==> src/rtl/fanout_pkg.sv <==
// Shared constants and mode encoding for the stream fan-out fork.
package fanout_pkg;

  localparam int unsigned FANOUT_MAX_BRANCH = 32;
  localparam int unsigned FANOUT_DATA_WIDTH = 17;

  typedef enum logic {
    FANOUT_LAZY  = 1'b0,
    FANOUT_EAGER = 1'b1
  } fanout_mode_e;

endpackage

==> src/rtl/fanout_branch_tracker.sv <==
// One fan-out branch: remembers whether the current token was already taken (done)
// and gates that branch's valid and its contribution to the upstream ready.
module fanout_branch_tracker
  import fanout_pkg::*;
(
  input  logic clk,
  input  logic reset,
  input  logic cfg_eager,
  input  logic act,
  input  logic in_valid,
  input  logic all_rdy,
  input  logic out_ready,
  input  logic fire,
  input  logic clear,
  input  logic flush,
  output logic out_valid,
  output logic branch_rdy
);

  fanout_mode_e mode;
  logic         done_q, done_d;
  logic         accept;

  always_comb begin
    mode = fanout_mode_e'(cfg_eager);
    if (mode == FANOUT_EAGER) begin
      out_valid  = in_valid & act & ~done_q & ~flush;
      branch_rdy = ~act | done_q | out_ready;
    end else begin
      // Legacy fork: valid waits for every enabled branch to be ready at once.
      out_valid  = in_valid & act & all_rdy & ~flush;
      branch_rdy = ~act | out_ready;
    end
    accept = out_valid & out_ready;
    done_d = done_q | accept;
    if (clear || fire || (mode == FANOUT_LAZY)) begin
      done_d = 1'b0;
    end
  end

  always_ff @(posedge clk or posedge reset) begin
    if (reset) begin
      done_q <= 1'b0;
    end else begin
      done_q <= done_d;
    end
  end

endmodule

==> src/rtl/fanout_eager_fork.sv <==
// Ready/valid fork broadcasting one upstream token to the enabled branches, with
// eager per-branch acceptance tracking, config shadowing and handshake/stall counters.
module fanout_eager_fork
  import fanout_pkg::*;
#(
  parameter int unsigned NUM_BRANCH      = 7,
  parameter int unsigned DATA_WIDTH      = FANOUT_DATA_WIDTH,
  parameter int unsigned STALL_CNT_WIDTH = 16
) (
  input  logic                       clk,
  input  logic                       reset,
  input  logic                       flush,
  input  logic [NUM_BRANCH-1:0]      cfg_branch_en,
  input  logic                       cfg_eager,
  input  logic [DATA_WIDTH-1:0]      in_data,
  input  logic                       in_valid,
  output logic                       in_ready,
  output logic [DATA_WIDTH-1:0]      out_data,
  output logic [NUM_BRANCH-1:0]      out_valid,
  input  logic [NUM_BRANCH-1:0]      out_ready,
  output logic [31:0]                xfer_count,
  output logic [STALL_CNT_WIDTH-1:0] stall_count
);

  fanout_mode_e               mode;
  logic [NUM_BRANCH-1:0]      cfg_en_q, cfg_en_d;
  logic                       cfg_eager_q, cfg_eager_d;
  logic [NUM_BRANCH-1:0]      branch_rdy;
  logic                       all_rdy;
  logic                       cfg_change;
  logic                       clear;
  logic                       fire;
  logic [31:0]                xfer_count_q, xfer_count_d;
  logic [STALL_CNT_WIDTH-1:0] stall_count_q, stall_count_d;

  assign out_data    = in_data;
  assign xfer_count  = xfer_count_q;
  assign stall_count = stall_count_q;

  always_comb begin
    mode        = fanout_mode_e'(cfg_eager);
    // Lazy ready is taken straight from the inputs so it never loops through the trackers.
    all_rdy     = &(~cfg_branch_en | out_ready);
    cfg_en_d    = cfg_branch_en;
    cfg_eager_d = cfg_eager;
    cfg_change  = (cfg_branch_en != cfg_en_q) || (cfg_eager != cfg_eager_q);
    clear       = flush | cfg_change;
    in_ready    = ~flush & ((mode == FANOUT_EAGER) ? &branch_rdy : all_rdy);
    fire        = in_valid & in_ready;

    xfer_count_d = xfer_count_q;
    if (fire) begin
      xfer_count_d = xfer_count_q + 32'd1;
    end
    stall_count_d = stall_count_q;
    if (in_valid && !in_ready && (stall_count_q != {STALL_CNT_WIDTH{1'b1}})) begin
      stall_count_d = stall_count_q + STALL_CNT_WIDTH'(1);
    end
    if (flush) begin
      xfer_count_d  = '0;
      stall_count_d = '0;
    end
  end

  always_ff @(posedge clk or posedge reset) begin
    if (reset) begin
      cfg_en_q      <= '0;
      cfg_eager_q   <= 1'b0;
      xfer_count_q  <= '0;
      stall_count_q <= '0;
    end else begin
      cfg_en_q      <= cfg_en_d;
      cfg_eager_q   <= cfg_eager_d;
      xfer_count_q  <= xfer_count_d;
      stall_count_q <= stall_count_d;
    end
  end

  for (genvar gi = 0; gi < NUM_BRANCH; gi++) begin : g_branch
    fanout_branch_tracker u_branch (
      .clk        (clk),
      .reset      (reset),
      .cfg_eager  (cfg_eager),
      .act        (cfg_branch_en[gi]),
      .in_valid   (in_valid),
      .all_rdy    (all_rdy),
      .out_ready  (out_ready[gi]),
      .fire       (fire),
      .clear      (clear),
      .flush      (flush),
      .out_valid  (out_valid[gi]),
      .branch_rdy (branch_rdy[gi])
    );
  end

endmodule

==> config.mk <==
export PLATFORM = sky130hd
export DESIGN_NAME = fanout_eager_fork
export DESIGN_NICKNAME = d
export VERILOG_FILES = /design/src/rtl/fanout_pkg.sv /design/src/rtl/fanout_branch_tracker.sv /design/src/rtl/fanout_eager_fork.sv
export SDC_FILE = /design/constraint.sdc
export NUM_CORES = 1
export LEC_CHECK = 0
export CORE_ASPECT_RATIO = 0.6
export CORE_MARGIN = 2
export CORE_UTILIZATION = 60
export CTS_BUF_LIST = sky130_fd_sc_hd__clkbuf_4
export CTS_CLUSTER_DIAMETER = 30
export DETAILED_ROUTE_END_ITERATION = 6
export DONT_BUFFER_PORTS = 1
export PLACE_DENSITY = 0.78
export SKIP_CTS_REPAIR_TIMING = 1
export SLEW_MARGIN = 40
export SYNTH_ARGS = -nofsm -noshare
export SYNTH_HDL_FRONTEND = slang
export SYNTH_SLANG_ARGS = --single-unit
==> constraint.sdc <==
create_clock -name clk -period 2.3 [get_ports clk]
set_input_delay 0.575 -clock clk [delete_from_list [all_inputs] [get_ports clk]]
set_output_delay 0.575 -clock clk [all_outputs]
set_load 0.005 [all_outputs]
==> metrics.md, run 1 <==
| Metric | Value |
|---|---|
| WL per Instance | `18.76 um` |
| Initial antenna violation count | `0` |
| Top-count cell post-synth | `dfrtp_1` |
| Initial Utilization | `63.34%` |
| Reg power frac | `53.3%` |
| Tmin final | `2.217 ns` |
| Vias in the first global route | `2916` |
| Die area | `0.006647 mm^2` |
| Fraction of layout cells with a size suffix above 1 | `20.59%` |
| Clk_lat worst skew | `0.41 ns` |
| CTS tree | `done` |
| Cell area after synthesis | `0.003595 mm^2` |
| Yosys reg bits | `63` |
| Hold violation total from the final report | `0` |
| FF+latch area | `0.001577 mm^2` |
| TritonRoute pass-1 iters | `5` |
| Worst Path Max Fanout | `6` |
| Post-DP Area | `0.003816 mm^2` |
| Die width | `103.9 um` |
| Initial DRC count | `297` |
| CTS buffer count | `9` |
| NetSw | `0.4984 mW` |
| Critical Path RT | `2.60 ns` |
| Synth cell count leaders | `63 x dfrtp_1, 34 x nor2_1, 28 x a21oi_1` |
| Total Neg Setup Slack | `0 ns` |
| Worst-Margin Slew | `0.7289 ns` |
| # clock sinks | `63` |
| First-pass GRT wire length | `14.99 mm` |
| Fillers | `452` |
| Rel. slew slack | `51.20%` |
| Wirelength, routed | `9.155 mm` |
| Clock Path Buffers | `2` |
| Clock Skews | `0.01958 ns` |
| Mapped Avg Cell Area | `9.217 um^2` |
| Worst setup SP type | `flop` |
| FP Rows | `21` |
| Power share of the clock group | `39.7%` |
| # IOs | `109` |
| Max Freq | `0.4511 GHz` |
| Largest net degree at the start of global routing | `54` |
| GRT overflow | `0` |
| P&R area growth vs syn | `11.83%` |
| Sequential fraction of the synthesis area | `43.86%` |
| Distinct cells, synth | `50` |
| Power share of the combinational group | `7.0%` |
| Synth area leaders | `dfrtp_1 44%, buf_4 5.0%, a21oi_1 3.9%` |
| CP arrival | `2.51 ns` |
| Status | `complete, no violations` |
| H-Tree Depth | `3` |
| Int Pwr | `1.616 mW` |
| Vias | `3074` |
| Post-route insts no fill | `488` |
| Main synth FF type | `dfrtp_1` |
| Fin util | `70.83%` |
| Clk root buf | `clkbuf_4` |
| Sw frac | `23.57%` |
| Synthesized instance count | `390` |
| Fin crit share | `96.37%` |
| DRC | `0` |
| I/O Buffers | `0` |
| Crit path kind | `reg2reg` |
| Pwr/cell area | `525.9 mW/mm^2` |
| Post-Syn Nets | `428` |
| Area of the core | `0.005675 mm^2` |
| MaxCap Viol Count | `0` |
| # placed instances | `470` |
| Final setup violation count | `0` |
| Multi-input logic area | `0.001817 mm^2` |
| Maximum vdd drop | `308.0 uV` |
| Post-synth top area share | `43.86%` |
| Post-DR vias/cell | `6.299` |
| CTS clock-pin slew for the worst setup and hold paths | `0.11 ns` |
| Ant diodes | `0` |
| Die H | `63.96 um` |
| DP Wirelength | `6.587 mm` |
| Leak | `1.699 nW` |
| Finished Cell Area | `0.004020 mm^2` |
| Tightest Hold Check Type | `in2async` |
| Min Hold Slack | `0.1124 ns` |
| Number of synthesized flops with an enable pin | `0` |
| Yosys warning count | `0` |
| Nets | `441` |
| Largest area contributor in the synthesized netlist | `dfrtp_1` |
| FFs w/ async S/R, synth | `100.0%` |
| Crit. End Element | `flop` |
| Final Slew Violations | `0` |
| GP Congestion | `0.8902` |
| DRT antenna net count | `0` |
| Total track usage | `28.57%` |
==> worst paths after layout <==
path	from	to	slack, ns	depth (start not counted)
min in group clk	cfg_branch_en[5]	cfg_en_q[5]	0.18	0
hold / removal	reset	xfer_count[6]	0.11	2
max in group asynchronous	reset	xfer_count[7]	1.81	2
hold reg to reg	g_branch[0].u_branch.done_q	g_branch[0].u_branch.done_q	0.54	1
setup reg to reg	xfer_count[8]	xfer_count[31]	0.08	5
setup / recovery	xfer_count[8]	xfer_count[31]	0.08	5
==> state kept, by name, indices dropped and copies added, names as in the netlist <==
register and count:
g_branch.u_branch.done_q 7, xfer_count 32, cfg_eager_q 1, cfg_en_q 7, stall_count 16
==> cells by family (layout without fill, tap and decap cells) <==
| logic type | Yosys count | count (layout) | synth area share, % |
|---|---|---|---|
| xor+xnor | 17 | 17 | 4.142 |
| mux | 11 | 11 | 3.411 |
| fa+ha+maj | 2 | 2 | 0.6960 |
| flops | 63 | 63 | 43.86 |
| buf+inv | 53 | 71 | 8.284 |
| simple gates | 163 | 163 | 24.40 |
| compound gates | 81 | 81 | 15.21 |
==> power by group through the flow <==
stage / combinational [mW] / clock [mW] / sequential [mW]
2_1_floorplan: 0.131 / 0 / 1.15
3_3_place_gp: 0.141 / 0 / 1.15
3_5_place_dp: 0.145 / 0 / 1.15
4_1_cts: 0.145 / 0.853 / 1.13
5_1_grt: 0.164 / 0.914 / 1.13
6_report: 0.148 / 0.840 / 1.13
==> final cells by class <==
cell class | instances | area share, %
inverter | 13 | 1.214
multi-input combinational | 274 | 45.19
timing repair buffer | 42 | 8.154
sequential | 63 | 39.22
clock inverter | 6 | 1.867
tap | 80 | 2.490
clock buffer | 10 | 1.867
==> through the flow <==
step                      setup slack, ns  power, mW
after floorplan                  -0.02468      1.282
after global placement            -0.1155      1.288
after detailed placement          -0.1929      1.293
after CTS                        -0.09201      2.125
after global routing             -0.01912      2.206
final                             0.08342      2.114
==> cell usage in the layout (no fill, tap or decap), types with 6 or more instances in the layout <==
cell      count
nand4_1      14
xnor2_1       9
mux2_2        8
or3_1        11
nor2b_1      10
buf_4        41
xor2_1        8
and3_1       11
o21a_1       11
nand3_1      20
clkbuf_4     10
nor2_1       33
nor4_1        6
nand2b_1      6
o31ai_1       6
inv_1        12
o21ai_0      11
nand2_1      26
a21oi_1      28
dfrtp_1      63
==> per-layer routing <==
metal	vias to the layer above	GRT usage (%)	wire, um
met5	-	0	0
met4	0	7.264	137
met3	26	8.367	841
met2	146	40.46	3773
met1	1482	42.85	4403
li1	1420	-	-
==> worst max-delay path: stages, from the launching register on <==
cell,delay (ns)
dfrtp_1,0.47
nand4_1,0.21
or4_4,0.61
a2111oi_4,0.33
nand4_1,0.18
mux2_4,0.32
Power figures use the tool's default switching activity.
==> run 2: changes to the inputs <==
--- a/config.mk
+++ b/config.mk
@@ -14,6 +14,7 @@
 export DONT_BUFFER_PORTS = 1
 export PLACE_DENSITY = 0.78
+export REMOVE_ABC_BUFFERS = 1
 export SKIP_CTS_REPAIR_TIMING = 1
-export SLEW_MARGIN = 40
+export SLEW_MARGIN = 15
 export SYNTH_ARGS = -nofsm -noshare
 export SYNTH_HDL_FRONTEND = slang
==> constraint.sdc (replaced) <==
create_clock -name clk -period 2.3 [get_ports clk]
set_input_delay 0.345 -clock clk [delete_from_list [all_inputs] [get_ports clk]]
set_output_delay 0.345 -clock clk [all_outputs]
set_load 0.005 [all_outputs]
==> run 2 against run 1 <==
The run now ends with hold timing left. Largest cell class unchanged. Clock power fell by 24%. Largest power group unchanged. Wire length fell by 0.88%. Sequential cell count did not move. Sequential share of layout area rose by 0.16 points. Final cell count rose by 1.8%. Setup slack got worse by 0.033 ns. Worst hold slack got worse by 0.13 ns. Sequential power barely moved.
==> metrics.md, run 2 (synthesis results as in run 1) <==
| Metric | Value |
|---|---|
| RSZ-0062 raised after global routing | `true` |
| Power share of the combinational group | `7.9%` |
| Rel. slew slack | `43.12%` |
| Leak | `1.704 nW` |
| MaxCap Viol Count | `0` |
| GRT overflow | `0` |
| Die width | `103.9 um` |
| # IOs | `109` |
| Critical Path Max Stage Delay | `0.45 ns` |
| DRC | `0` |
| Worst reg2reg startpoint | `xfer_count[14]` |
| FP Rows | `21` |
| Most frequent cells in the layout | `63 x dfrtp_1, 41 x buf_4, 34 x nor2_1, 28 x a21oi_1, 26 x nand2_1` |
| P&R area growth vs syn | `11.38%` |
| First-pass GRT wire length | `14.30 mm` |
| Final Slew Violations | `0` |
| DP Wirelength | `6.337 mm` |
| GP Congestion | `0.8185` |
| Commonest non-fill, non-tap cell in the layout | `dfrtp_1` |
| Routed wl met2 | `4.137 mm` |
| DRT antenna net count | `0` |
| M1 WL | `4.081 mm` |
| Nets | `450` |
| Clk_lat worst skew | `0.41 ns` |
| Min Hold Slack | `-0.01670 ns` |
| Clock Skews | `0.01689 ns` |
| DR WL met3 | `792 um` |
| Final setup violation count | `0` |
| Clock Path Buffers | `2` |
| Worst Path Max Fanout | `3` |
| Status | `finished, violations left` |
| Ant diodes | `0` |
| Critical Path RT | `2.60 ns` |
| Reg2Reg Setup Slack | `0.05 ns` |
| Fraction of layout cells with a size suffix above 1 | `19.18%` |
| Top sig layer | `met4` |
| Overall power | `1.918 mW` |
| Clk root buf | `clkbuf_4` |
| Wirelength, routed | `9.074 mm` |
| Crit path kind | `reg2reg` |
| Power share of the clock group | `33.3%` |
| Largest net degree at the start of global routing | `54` |
| Worst Reg-to-Reg Cells | `6` |
| Max Freq | `0.4445 GHz` |
| CTS buffer count | `9` |
| Vias in the first global route | `2837` |
| Max reg flops | `32` |
| H-Tree Depth | `3` |
| Int Pwr | `1.414 mW` |
| Reg power frac | `58.8%` |
| CP arrival | `2.55 ns` |
| Fin crit share | `97.81%` |
| CP Cell Sequence | `nand4_2 > or2_4 > or4_4 > a2111oi_4 > nand3_1 > mux2_1` |
| Die H | `63.96 um` |
| WL per Instance | `18.26 um` |
| Fin util | `70.55%` |
| Initial DRC count | `172` |
| TritonRoute pass-1 iters | `4` |
| Initial Utilization | `63.34%` |
| # clock sinks | `63` |
| Worst-Margin Slew | `0.8520 ns` |
| CTS tree | `done` |
| Area of the core | `0.005675 mm^2` |
| CP delay by family, top | `simple AND/OR/NAND/NOR gates` |
| Worst setup SP type | `flop` |
| CTS clock-pin slew for the worst setup and hold paths | `0.11 ns` |
| Buf+Inv Stages, Crit Path | `0` |
| Total track usage | `27.65%` |
| I/O Buffers | `0` |
| Failing checks | `hold timing` |
| Maximum vdd drop | `441.1 uV` |
| Slowest cell on the critical path | `or4_4` |
| Tightest Hold Check Type | `in2async` |
| RR Endpoint | `xfer_count[27]` |
| NetSw | `0.5030 mW` |
| Vias | `3075` |
| Initial antenna violation count | `0` |
| Pwr/cell area | `478.9 mW/mm^2` |
| Post-DR vias/cell | `6.187` |
| Fillers | `462` |
| Tmin final | `2.250 ns` |
| Crit. End Element | `flop` |
| Hold violation total from the final report | `33` |
| Sw frac | `26.23%` |
| Die area | `0.006647 mm^2` |
[run 2: cell types whose count changed in the layout (fill, tap and decap cells not counted), sizes merged]
cell,previous run,this run
clkbuf,10,11
buf,42,43
dlygate4sd3,0,8
clkinvlp,0,1
bufinv,2,0
[run 2: final cells by class]
cell class / instances / area [um^2] / area share, %
tap: 80 / 100.1 / 2.500
sequential: 63 / 1577 / 39.37
multi-input combinational: 274 / 1743 / 43.53
clock inverter: 5 / 25.02 / 0.6250
inverter: 13 / 48.80 / 1.219
clock buffer: 11 / 82.58 / 2.063
timing repair buffer: 51 / 427.9 / 10.69
[run 2: power by group through the flow]
stage               logic [mW]  clock network, mW  registers, mW
floorplan               0.0792                  0           1.15
global placement         0.125                  0           1.15
finish                   0.151              0.639           1.13
detailed placement       0.127                  0           1.15
global route             0.168              0.720           1.13
CTS                      0.127              0.654           1.13
[run 2: worst max path at each step]
stage / from / to / slack (ns) / depth (start not counted)
6_report: xfer_count[14] / xfer_count[27] / 0.05 / 6
5_1_grt: xfer_count[11] / xfer_count[27] / -0.02 / 6
4_1_cts: xfer_count[14] / xfer_count[27] / -0.13 / 6
3_5_place_dp: xfer_count[14] / xfer_count[27] / -0.13 / 6
3_3_place_gp: xfer_count[14] / xfer_count[31] / -0.05 / 6
2_1_floorplan: xfer_count[12] / xfer_count[31] / -0.005 / 6
[run 2: metrics by stage]
stage / cell area, um^2 / std cells / hold WS [ns] / setup TNS (ns) / setup slack [ns]
floorplan: 3346 / 350 / 0.3764 / -0.005266 / -0.005266
global placement: 3751 / 469 / 0.3766 / -0.07360 / -0.04929
detailed placement: 3751 / 469 / 0.3766 / -0.2403 / -0.1301
CTS: 3859 / 485 / -0.06726 / -0.2560 / -0.1334
global route: 4004 / 497 / 0.01637 / -0.02577 / -0.01895
finish: 4004 / 497 / -0.01670 / 0 / 0.05044
[run 2: per-layer routing]
layer  vias to the layer above  GRT usage (%)
met5                         -              0
met4                         0          7.770
met2                       130          40.63
met3                         8          12.55
li1                       1432              -
met1                      1505          37.12
